--- config.mk ---
export PLATFORM = sky130hd
export DESIGN_NAME = tt_um_guidoism_alu_seq_flat
export DESIGN_NICKNAME = d
export VERILOG_FILES = /design/src/rtl/alu_seq_pkg.sv /design/src/rtl/alu_seq_if.sv /design/src/rtl/ALU74181.sv /design/src/rtl/tt_um_guidoism_alu_seq.sv /design/src/flat_wrapper.sv
export SDC_FILE = /design/constraint.sdc
export NUM_CORES = 1
export LEC_CHECK = 0
export BUFFER_PORTS_ARGS = -buffer_cell sky130_fd_sc_hd__buf_2
export CORE_AREA = 3 3 130 101
export CTS_BUF_LIST = sky130_fd_sc_hd__clkbuf_8
export DETAILED_ROUTE_END_ITERATION = 8
export DIE_AREA = 0 0 133 104
export MAX_ROUTING_LAYER = met4
export SETUP_SLACK_MARGIN = 0.02
export SYNTH_ARGS = -nofsm -noshare
export SYNTH_HDL_FRONTEND = slang
export SYNTH_SLANG_ARGS = --single-unit
--- constraint.sdc ---
create_clock -name clk -period 3 [get_ports clk]
set_clock_uncertainty 0.15 [all_clocks]
set_input_delay 0.6 -clock clk [delete_from_list [all_inputs] [get_ports clk]]
set_output_delay 0.6 -clock clk [all_outputs]
set_load 0.05 [all_outputs]
--- src/rtl/alu_seq_pkg.sv ---
// rtl/alu_seq_pkg.sv - shared types and constants for the nibble-serial 74181 sequencer
package alu_seq_pkg;

   typedef enum logic [1:0] {
      ST_LOAD = 2'd0,
      ST_EXEC = 2'd1,
      ST_DONE = 2'd2
   } state_t;

   localparam logic [2:0] IDX_CTRL = 3'd0;
   localparam logic [2:0] IDX_ALO  = 3'd1;
   localparam logic [2:0] IDX_AHI  = 3'd2;
   localparam logic [2:0] IDX_BLO  = 3'd3;
   localparam logic [2:0] IDX_BHI  = 3'd4;

   localparam logic [1:0] NIB_LAST = 2'd3;

   localparam int UIO_BUSY   = 2;
   localparam int UIO_DONE   = 3;
   localparam int UIO_COUT_N = 4;
   localparam int UIO_EQL    = 5;
   localparam int UIO_ZERO   = 6;

   localparam logic [7:0] UIO_OE = 8'b0111_1100;

endpackage

--- src/rtl/alu_seq_if.sv ---
// rtl/alu_seq_if.sv - tile pin bundle between the switch/LED side and the sequencer
interface alu_seq_if;
   logic [7:0] ui_in;
   logic [7:0] uio_in;
   logic [7:0] uo_out;
   logic [7:0] uio_out;
   logic [7:0] uio_oe;

   modport master (output ui_in, uio_in, input uo_out, uio_out, uio_oe);
   modport slave  (input ui_in, uio_in, output uo_out, uio_out, uio_oe);
endinterface

--- src/rtl/ALU74181.sv ---
// rtl/ALU74181.sv - combinational 74181 4-bit ALU slice, active-high data, active-low carries
module ALU74181 (
   input  logic [3:0] a,
   input  logic [3:0] b,
   input  logic [3:0] s,
   input  logic       m,
   input  logic       notc,
   output logic [3:0] f,
   output logic       eql,
   output logic       cout,
   output logic       pout,
   output logic       gout
);
   logic [3:0] p_n;
   logic [3:0] g_n;
   logic [3:0] prop;
   logic [3:0] gen;
   logic [3:0] c_in;
   logic       c1;
   logic       c2;
   logic       c3;
   logic       c4;

   // First-level gate pair of the slice; s selects how b feeds each term
   assign p_n  = ~(a | (b & {4{s[0]}}) | (~b & {4{s[1]}}));
   assign g_n  = ~((a & ~b & {4{s[2]}}) | (a & b & {4{s[3]}}));
   assign prop = ~p_n;
   assign gen  = ~g_n;

   assign c1 = gen[0] | (prop[0] & ~notc);
   assign c2 = gen[1] | (prop[1] & c1);
   assign c3 = gen[2] | (prop[2] & c2);
   assign c4 = gen[3] | (prop[3] & c3);
   assign c_in = {c3, c2, c1, ~notc};

   // m=1 masks the carry terms so f is a pure bitwise function
   assign f    = ~(p_n ^ g_n) ^ ({4{~m}} & ~c_in);
   assign eql  = &f;
   assign cout = ~c4;
   assign pout = ~&prop;
   assign gout = ~(gen[3] | (prop[3] & gen[2]) | (prop[3] & prop[2] & gen[1])
                   | (prop[3] & prop[2] & prop[1] & gen[0]));
endmodule

--- src/rtl/tt_um_guidoism_alu_seq.sv ---
// rtl/tt_um_guidoism_alu_seq.sv - loads control + two 16-bit operands, runs one 74181 over four nibbles
module tt_um_guidoism_alu_seq
   import alu_seq_pkg::*;
(
   input  logic     clk,
   input  logic     rst_n,
   input  logic     ena,
   alu_seq_if.slave bus
);
   state_t      state_q;
   state_t      state_d;
   logic [2:0]  sync_q;
   logic        strobe_edge;
   logic [2:0]  byte_idx_q;
   logic [1:0]  nib_q;
   logic [3:0]  s_q;
   logic        m_q;
   logic        cn_n_q;
   logic [15:0] a_q;
   logic [15:0] b_q;
   logic [15:0] result_q;
   logic [15:0] result_nxt;
   logic        carry_q;
   logic        eql_acc_q;
   logic        cout_n_q;
   logic        eql_q;
   logic        zero_q;
   logic        busy;
   logic        done;
   logic [7:0]  uio_out_d;
   logic [3:0]  slice_f;
   logic        slice_eql;
   logic        slice_cout;
   logic        slice_pout;
   logic        slice_gout;
   logic        unused_bits;

   // Two flops resynchronise the strobe, the third remembers its previous level
   always_ff @(posedge clk) begin
      if (!rst_n) sync_q <= 3'b000;
      else        sync_q <= {sync_q[1:0], bus.uio_in[0]};
   end
   assign strobe_edge = sync_q[1] & ~sync_q[2];

   always_ff @(posedge clk) begin
      if (!rst_n)   state_q <= ST_LOAD;
      else if (ena) state_q <= state_d;
   end

   always_comb begin
      state_d = state_q;
      case (state_q)
         ST_LOAD: if (strobe_edge && byte_idx_q == IDX_BHI) state_d = ST_EXEC;
         ST_EXEC: if (nib_q == NIB_LAST)                    state_d = ST_DONE;
         ST_DONE: if (strobe_edge)                          state_d = ST_LOAD;
         default:                                           state_d = ST_LOAD;
      endcase
   end

   always_comb begin
      busy = (state_q == ST_EXEC);
      done = (state_q == ST_DONE);
   end

   ALU74181 u_slice (
      .a    (a_q[{nib_q, 2'b00} +: 4]),
      .b    (b_q[{nib_q, 2'b00} +: 4]),
      .s    (s_q),
      .m    (m_q),
      .notc (carry_q),
      .f    (slice_f),
      .eql  (slice_eql),
      .cout (slice_cout),
      .pout (slice_pout),
      .gout (slice_gout)
   );

   always_comb begin
      result_nxt = result_q;
      result_nxt[{nib_q, 2'b00} +: 4] = slice_f;
   end

   // DONE leaves byte_idx_q at IDX_CTRL, so loading restarts there without a special case
   always_ff @(posedge clk) begin
      if (!rst_n) begin
         byte_idx_q <= IDX_CTRL;
         nib_q      <= 2'd0;
         s_q        <= 4'h0;
         m_q        <= 1'b0;
         cn_n_q     <= 1'b0;
         a_q        <= 16'h0000;
         b_q        <= 16'h0000;
         result_q   <= 16'h0000;
         carry_q    <= 1'b0;
         eql_acc_q  <= 1'b0;
         cout_n_q   <= 1'b0;
         eql_q      <= 1'b0;
         zero_q     <= 1'b0;
      end else if (ena) begin
         if (state_q == ST_EXEC) begin
            result_q  <= result_nxt;
            carry_q   <= slice_cout;
            eql_acc_q <= eql_acc_q & slice_eql;
            nib_q     <= nib_q + 2'd1;
            if (nib_q == NIB_LAST) begin
               cout_n_q <= slice_cout;
               eql_q    <= eql_acc_q & slice_eql;
               zero_q   <= (result_nxt == 16'h0000);
            end
         end else if (strobe_edge) begin
            case (byte_idx_q)
               IDX_CTRL: begin
                  cn_n_q <= bus.ui_in[5];
                  m_q    <= bus.ui_in[4];
                  s_q    <= bus.ui_in[3:0];
               end
               IDX_ALO: a_q[7:0]  <= bus.ui_in;
               IDX_AHI: a_q[15:8] <= bus.ui_in;
               IDX_BLO: b_q[7:0]  <= bus.ui_in;
               IDX_BHI: b_q[15:8] <= bus.ui_in;
               default: ;
            endcase
            if (byte_idx_q == IDX_BHI) begin
               byte_idx_q <= IDX_CTRL;
               nib_q      <= 2'd0;
               carry_q    <= cn_n_q;
               eql_acc_q  <= 1'b1;
            end else begin
               byte_idx_q <= byte_idx_q + 3'd1;
            end
         end
      end
   end

   always_comb begin
      uio_out_d             = 8'h00;
      uio_out_d[UIO_BUSY]   = busy;
      uio_out_d[UIO_DONE]   = done;
      uio_out_d[UIO_COUT_N] = cout_n_q;
      uio_out_d[UIO_EQL]    = eql_q;
      uio_out_d[UIO_ZERO]   = zero_q;
   end

   assign bus.uio_out = uio_out_d;
   assign bus.uio_oe  = UIO_OE;
   assign bus.uo_out  = bus.uio_in[1] ? result_q[15:8] : result_q[7:0];

   assign unused_bits = ^{bus.uio_in[7:2], bus.ui_in[7:6], slice_pout, slice_gout};
endmodule

--- src/flat_wrapper.sv ---
// flat-port wrapper written by rule: the top's interface ports become plain ports
module tt_um_guidoism_alu_seq_flat import alu_seq_pkg::*;
  (clk, rst_n, ena, bus_ui_in, bus_uio_in, bus_uo_out, bus_uio_out, bus_uio_oe);
  alu_seq_if bus_i ();
  input  logic clk;
  input  logic rst_n;
  input  logic ena;
  input wire logic [$bits(bus_i.ui_in)-1:0] bus_ui_in;
  input wire logic [$bits(bus_i.uio_in)-1:0] bus_uio_in;
  output wire logic [$bits(bus_i.uo_out)-1:0] bus_uo_out;
  output wire logic [$bits(bus_i.uio_out)-1:0] bus_uio_out;
  output wire logic [$bits(bus_i.uio_oe)-1:0] bus_uio_oe;
  assign bus_i.ui_in = bus_ui_in;
  assign bus_i.uio_in = bus_uio_in;
  assign bus_uo_out = bus_i.uo_out;
  assign bus_uio_out = bus_i.uio_out;
  assign bus_uio_oe = bus_i.uio_oe;
  tt_um_guidoism_alu_seq u_core (.clk(clk), .rst_n(rst_n), .ena(ena), .bus(bus_i));
endmodule
# Word-level counts from Yosys, hierarchy flattened
# Cells that the tools add are included.
[op_classes] n_addsub=3 eq_ne=10 shift=4 muxes=16 bitwise_logic=34 reduce_logical=17
[ops] operator="16-bit by 5-bit variable part select with 4-bit output" n=2
[ops] operator="4-bit bitwise AND" n=7
[ops] operator="4-bit NOT" n=7
[ops] operator="4-bit AND reduction" n=7
[ops] operator="16-bit bitwise mux" n=1
[ops] operator="16-bit logical NOT" n=1
[ops] operator="4-bit by 6-bit variable shift with 16-bit output, first input constant" n=1
[ops] operator="4-bit by 6-bit variable part select with 16-bit output" n=1
[ops] operator="2-bit 2-to-1 mux" n=6
[ops] operator="4-bit bitwise OR" n=3
[ops] operator="3-bit AND reduction" n=3
[ops] operator="8-bit 2-to-1 mux" n=1
[ops] operator="4-bit XOR" n=2
[ops] operator="1-bit bitwise AND" n=6
[ops] operator="3-bit by 2-bit equality test with 1-bit output, second input constant" n=2
[ops] operator="1-bit 2-to-1 mux" n=6
[ops] operator="4-bit negation with 6-bit output" n=1
[ops] operator="2-bit one-hot mux with 3 select lines" n=1
[ops] operator="1-bit NOT" n=5
[ops] operator="2-bit equality test, second input constant" n=2
[ops] operator="2-bit by 1-bit inequality test with 1-bit output, second input constant" n=2
[ops] operator="1-bit bitwise OR" n=4
[ops] operator="2-bit nonzero test" n=2
[ops] operator="3-bit by 1-bit adder with 3-bit output, second input constant" n=1
[ops] operator="other kinds (10)" n=10
[totals] regBits=69 inputBits=19 output_inout_bits=24 elab_cells=101

# Longest topological paths before layout
[logic_depth] depth_word=18 mapped_depth=8 mapped_depth_nobuf=7

# Modules after synthesis
# From an unflattened synthesis, not the netlist that was laid out.
[unflattened] cells_unflattened=418 hier_area_um2=3666.0
[modules_own_cells] module="tt_um_guidoism_alu_seq" instances=1 cells_per_inst=370 area_each_um2=3303.2 seq_area_each_um2=1381.3
[modules_own_cells] module="ALU74181" instances=1 cells_per_inst=48 area_each_um2=362.8 seq_area_each_um2=0.0

# Least setup slack after synthesis
# No wires, ideal clock.
[synth_path] path_type="register -> register" start="reg u_core.nib_q[0]" end="reg u_core.eql_q" setup_time_ns=0.096 arrival_time_ns=2.411 required_ns=2.754 path_slack_ns=0.344 path_stages_with_launch=9 n_path_buf=1 synth_period_minus_slack_ns=2.656 path_cell_list="dfxtp_1 > buf_6 > mux4_2 > mux2_2 > nor2_1 > nor2_1 > xor2_1 > inv_1 > o41ai_2"
[synth_via] elab_chain_len=17 word_cells_on_any_way=31 classes_between="eq/ne: 1; shift: 2; bitwise: 26; reduce/logical: 2"
[synth_lines] element="start, declared" line_no="tt_um_guidoism_alu_seq.sv:15" rtl="logic [1:0] nib_q;"
[synth_lines] element="start signal, assigned" line_no="tt_um_guidoism_alu_seq.sv:104" rtl="nib_q <= nib_q + 2'd1;"
[synth_lines] element="16-bit by 5-bit variable part select with 4-bit output" line_no="tt_um_guidoism_alu_seq.sv:67" rtl=".b (b_q[{nib_q, 2'b00} +: 4]),"
[synth_lines] element="4-bit bitwise AND or 4-bit NOT (tied branches)" line_no="ALU74181.sv:25, ALU74181.sv:26"
[synth_lines] element="4-bit bitwise OR, or another cell as far along" line_no="ALU74181.sv:25" rtl="assign p_n = ~(a | (b & {4{s[0]}}) | (~b & {4{s[1]}}));"
[synth_lines] element="4-bit bitwise OR or 4-bit bitwise AND (tied branches)" line_no="ALU74181.sv:25, ALU74181.sv:26"
[synth_lines] element="4-bit NOT or 4-bit bitwise OR (tied branches)" line_no="ALU74181.sv:25, ALU74181.sv:26"
[synth_lines] element="4-bit NOT, on equally long branches" line_no="ALU74181.sv:27, ALU74181.sv:26"
[synth_lines] element="1-bit bitwise AND or 4-bit NOT (tied branches)" line_no="ALU74181.sv:30, ALU74181.sv:28"
[synth_lines] element="1-bit bitwise OR" line_no="ALU74181.sv:30" rtl="assign c1 = gen[0] | (prop[0] & ~notc);"
[synth_lines] element="1-bit bitwise AND" line_no="ALU74181.sv:31" rtl="assign c2 = gen[1] | (prop[1] & c1);"
[synth_lines] element="1-bit bitwise OR" line_no="ALU74181.sv:31"
[synth_lines] element="1-bit bitwise AND" line_no="ALU74181.sv:32" rtl="assign c3 = gen[2] | (prop[2] & c2);"
[synth_lines] element="1-bit bitwise OR" line_no="ALU74181.sv:32"
[synth_lines] element="4-bit NOT" line_no="ALU74181.sv:37" rtl="assign f = ~(p_n ^ g_n) ^ ({4{~m}} & ~c_in);"
[synth_lines] element="4-bit bitwise AND" line_no="ALU74181.sv:37"
[synth_lines] element="4-bit XOR" line_no="ALU74181.sv:37"
[synth_lines] element="4-bit AND reduction" line_no="ALU74181.sv:38" rtl="assign eql = &f;"
[synth_lines] element="1-bit bitwise AND" line_no="tt_um_guidoism_alu_seq.sv:107" rtl="eql_q <= eql_acc_q & slice_eql;"
[synth_lines] element="end signal, assigned" line_no="tt_um_guidoism_alu_seq.sv:107"
[synth_lines] element="end, declared" line_no="tt_um_guidoism_alu_seq.sv:26" rtl="logic eql_q;"
# Several ways; a longest one is shown, not always the timed one.
# A chain may end at the register's enable or synchronous reset.

# Worst setup path in the final report
# Same ends and word-level chain as after synthesis.

==> results.py <==
metrics = {
    "synthesis": {
        "yosysUniqueCellTypes": 46,
        "netlist_instances": 388,
        "synth_common_cells": "dfxtp_1, nor2_1, mux2i_1",
        "avgSynthCellArea_um2": 9.17,
        "yosys_warnings": 0,
        "synth_most_common_cell": "dfxtp_1",
        "synth_top_area_cell": "dfxtp_1",
        "synth_top_area_share_pct": 38.8,
        "synth_area_um2": 3560,
        "synthXorXnorAreaFrac_pct": 1.23,
        "synthArstFlopShare_pct": 0,
        "yosysSeqAreaShare_pct": 38.8,
        "synth_compound_area_share_pct": 11.9,
        "synth.area.mux_share_pct": 19.0,
        "ys_top_cells_by_area": "dfxtp_1, mux2i_1, nor2_1",
        "synth_top_family_by_area": "multiplexers",
        "synth-edff-count": 0,
        "yosys.area_share.simple_pct": 18.5,
        "ys.flop_type": "dfxtp_1",
        "synth_fa_ha_area_share_pct": 3.87,
        "synth_seq_cells": 69,
    },
    "floorplanning": {
        "die_area_um2": 13800,
        "start_util_pct": 29.5,
        "rows": 35,
        "ios": 43,
        "die_h_um": 104,
        "fp.coreArea_um2": 12000,
        "die_w_um": 133,
    },
    "sta": {
        "timing.final.crit_share_pct": 90.9,
        "slew_viol_final": 0,
        "finalSetupTns_ns": 0,
        "setup_viol": 0,
        "finalCriticalPeriod_ns": 2.73,
        "worst_pin_slew_ns": 0.614,
        "hold_viol_final": 0,
        "max_freq_ghz": 0.367,
        "slew_headroom_pct": 59.1,
        "rsz0062_at_grt": "no",
    },
    "power": {
        "intPower_uw": 1350,
        "power.clock.fraction_pct": 43.7,
        "switching_power_uw": 462,
        "power_density_nw_per_um2": 448,
        "irDropWorstVdd_mv": 0.226,
        "switching_share_pct": 25.4,
        "leakage_uw": 0.00151,
        "pwr-share-seq_pct": 50.8,
        "p_comb_share_pct": 5.5,
    },
    "clock_tree": {
        "clockBufferDepth": 2,
        "clk_pin_slew_ns": 0.08,
        "cts.sink_count": 69,
        "numCtsBuffers": 9,
        "tritoncts": "done",
        "insertion_delay_ns": 0.37,
        "root_buffer": "clkbuf_8",
        "post-cts-setup-buffers": 0,
        "cts_resized": 0,
        "h-tree-depth": 3,
        "holdBufCountCts": 0,
    },
    "layout": {
        "fin_cells": 586,
        "diodes": 0,
        "drive_gt1_share_pct": 19.5,
        "syn2layout_area_growth_pct": 14.0,
        "fin_area_um2": 4050,
        "layout.nets": 445,
    },
    "drt": {
        "drc_errors": 0,
        "ant_nets": 0,
        "wl_per_cell_um": 14.3,
        "vias": 2851,
        "finalWirelength_mm": 8.37,
        "viasPerCell": 4.87,
        "drt-initial-drc-count": 230,
        "dr.pass1.iters": 4,
    },
    "hold_path": {
        "min_path_type": "input port to flip-flop",
        "hold_depth": 2,
    },
    "outcome": {
        "status": "finished, final reports clean",
    },
    "global_route": {
        "grt_pass1_wl_mm": 13.9,
        "grt_overflow": 0,
        "grt_max_degree": 59,
        "first_global_vias": 2665,
        "antenna_found_initial": 0,
        "grtUsageTotal_pct": 13.0,
    },
    "placement": {
        "io_buffer_count": 25,
        "place_area_um2": 3840,
        "dpl.cell_count": 570,
        "hpwl_mm": 6.03,
        "place.gp.congestion": 0.834,
    },
    "setup_path": {
        "reg2reg_depth": 9,
        "critPathArrivalTime_ns": 2.84,
        "critPathRequiredTime_ns": 3.12,
        "path_max_fanout": 7,
        "cp-end-kind": "flip-flop",
        "crit_type": "flip-flop to flip-flop",
        "worst_setup_path_start_kind": "flip-flop",
    },
    "job": {
        "maxCapViolCount": 0,
    },
}
[area by class of cell]
cell class	instances	area [µm²]
Clock buffer	10	138
Clock inverter	6	71.3
Fill cell	1254	7990
Inverter	10	37.5
Multi-Input combinational cell	285	1980
Sequential cell	69	1380
Tap cell	166	208
Timing Repair Buffer	40	238
[worst paths after layout]
path / end / from / slack (ns)
hold / removal: u_core.sync_q[0] / bus_uio_in[0] / 0.30
hold reg to reg: u_core.sync_q[1] / u_core.sync_q[0] / 0.30
setup / recovery: u_core.eql_q / u_core.nib_q[0] / 0.27
setup reg to reg: u_core.eql_q / u_core.nib_q[0] / 0.27
[state kept, by name (all words and copies together), names as in the netlist, 2 cells and up]
signal	cells
u_core.s_q	4
u_core.nib_q	2
u_core.state_q	2
u_core.byte_idx_q	3
u_core.sync_q	3
u_core.a_q	16
u_core.result_q	16
u_core.b_q	16
[metrics by stage]
stage	worst slack, ns	power (µW)	utilization, %	hold slack [ns]
after floorplan	0.344	1020	-	0.262
after global placement	0.0964	1040	31.9	0.275
after detailed placement	0.0737	1040	31.9	0.286
after CTS	0.0379	1850	33.7	0.276
after global routing	0.0519	1890	33.7	0.300
final	0.272	1810	33.7	0.297
[metal layers]
| metal | global-route usage [%] | part of all wire, % | wire length, µm |
|---|---|---|---|
| met1 | 17.8 | 50 | 4150 |
| met2 | 18.3 | 43 | 3580 |
| met3 | 3.92 | 6.1 | 509 |
| met4 | 4.38 | 1.5 | 126 |
| met5 | - | 0 | 0 |
[kinds of logic (layout without fill, tap and decap cells)]
| group | after synthesis | in the layout |
|---|---|---|
| xor+xnor | 5 | 5 |
| mux | 56 | 56 |
| simple gates | 141 | 141 |
| fa+ha+maj | 11 | 11 |
| flops | 69 | 69 |
| compound gates | 61 | 61 |
| buf+inv | 43 | 66 |
| other cells | 2 | 11 |
[cells in the final DEF (no fill, tap or decap), types with 3 or more instances in the layout]
cell type / Yosys / layout
buf_4: 16 / 15
o21ai_0: 11 / 11
o22ai_1: 4 / 4
xor2_1: 3 / 3
nand3_1: 16 / 16
a22oi_1: 13 / 13
mux2_2: 13 / 13
nor4_1: 6 / 6
nor2_1: 55 / 55
clkbuf_8: 0 / 10
a21oi_1: 18 / 18
nand2_1: 33 / 33
nand2b_1: 4 / 4
inv_1: 10 / 10
buf_2: 1 / 25
and2_1: 8 / 8
nor2b_1: 6 / 6
dfxtp_1: 69 / 68
mux2i_1: 35 / 35
nor4b_1: 3 / 3
mux4_2: 8 / 8
conb_1: 2 / 11
ha_1: 11 / 11
[worst max-delay path, stage by stage (launching register included)]
cell     delay (ns)
dfxtp_2        0.51
mux4_2         0.58
buf_4          0.17
o22a_1         0.19
nor2_1         0.14
nor3_2         0.10
o41ai_4        0.22
xnor2_1        0.09
buf_4          0.17
o41ai_2        0.31
[power by group through the flow]
stage	Sequential (µW)	Combinational (µW)	Clock, µW
finish	923	99.8	793
CTS	923	99.7	825
detailed placement	944	99.3	0
floorplan	943	81.7	0
global route	923	108	860
global placement	944	97.9	0
Power figures use the tool's default switching activity.
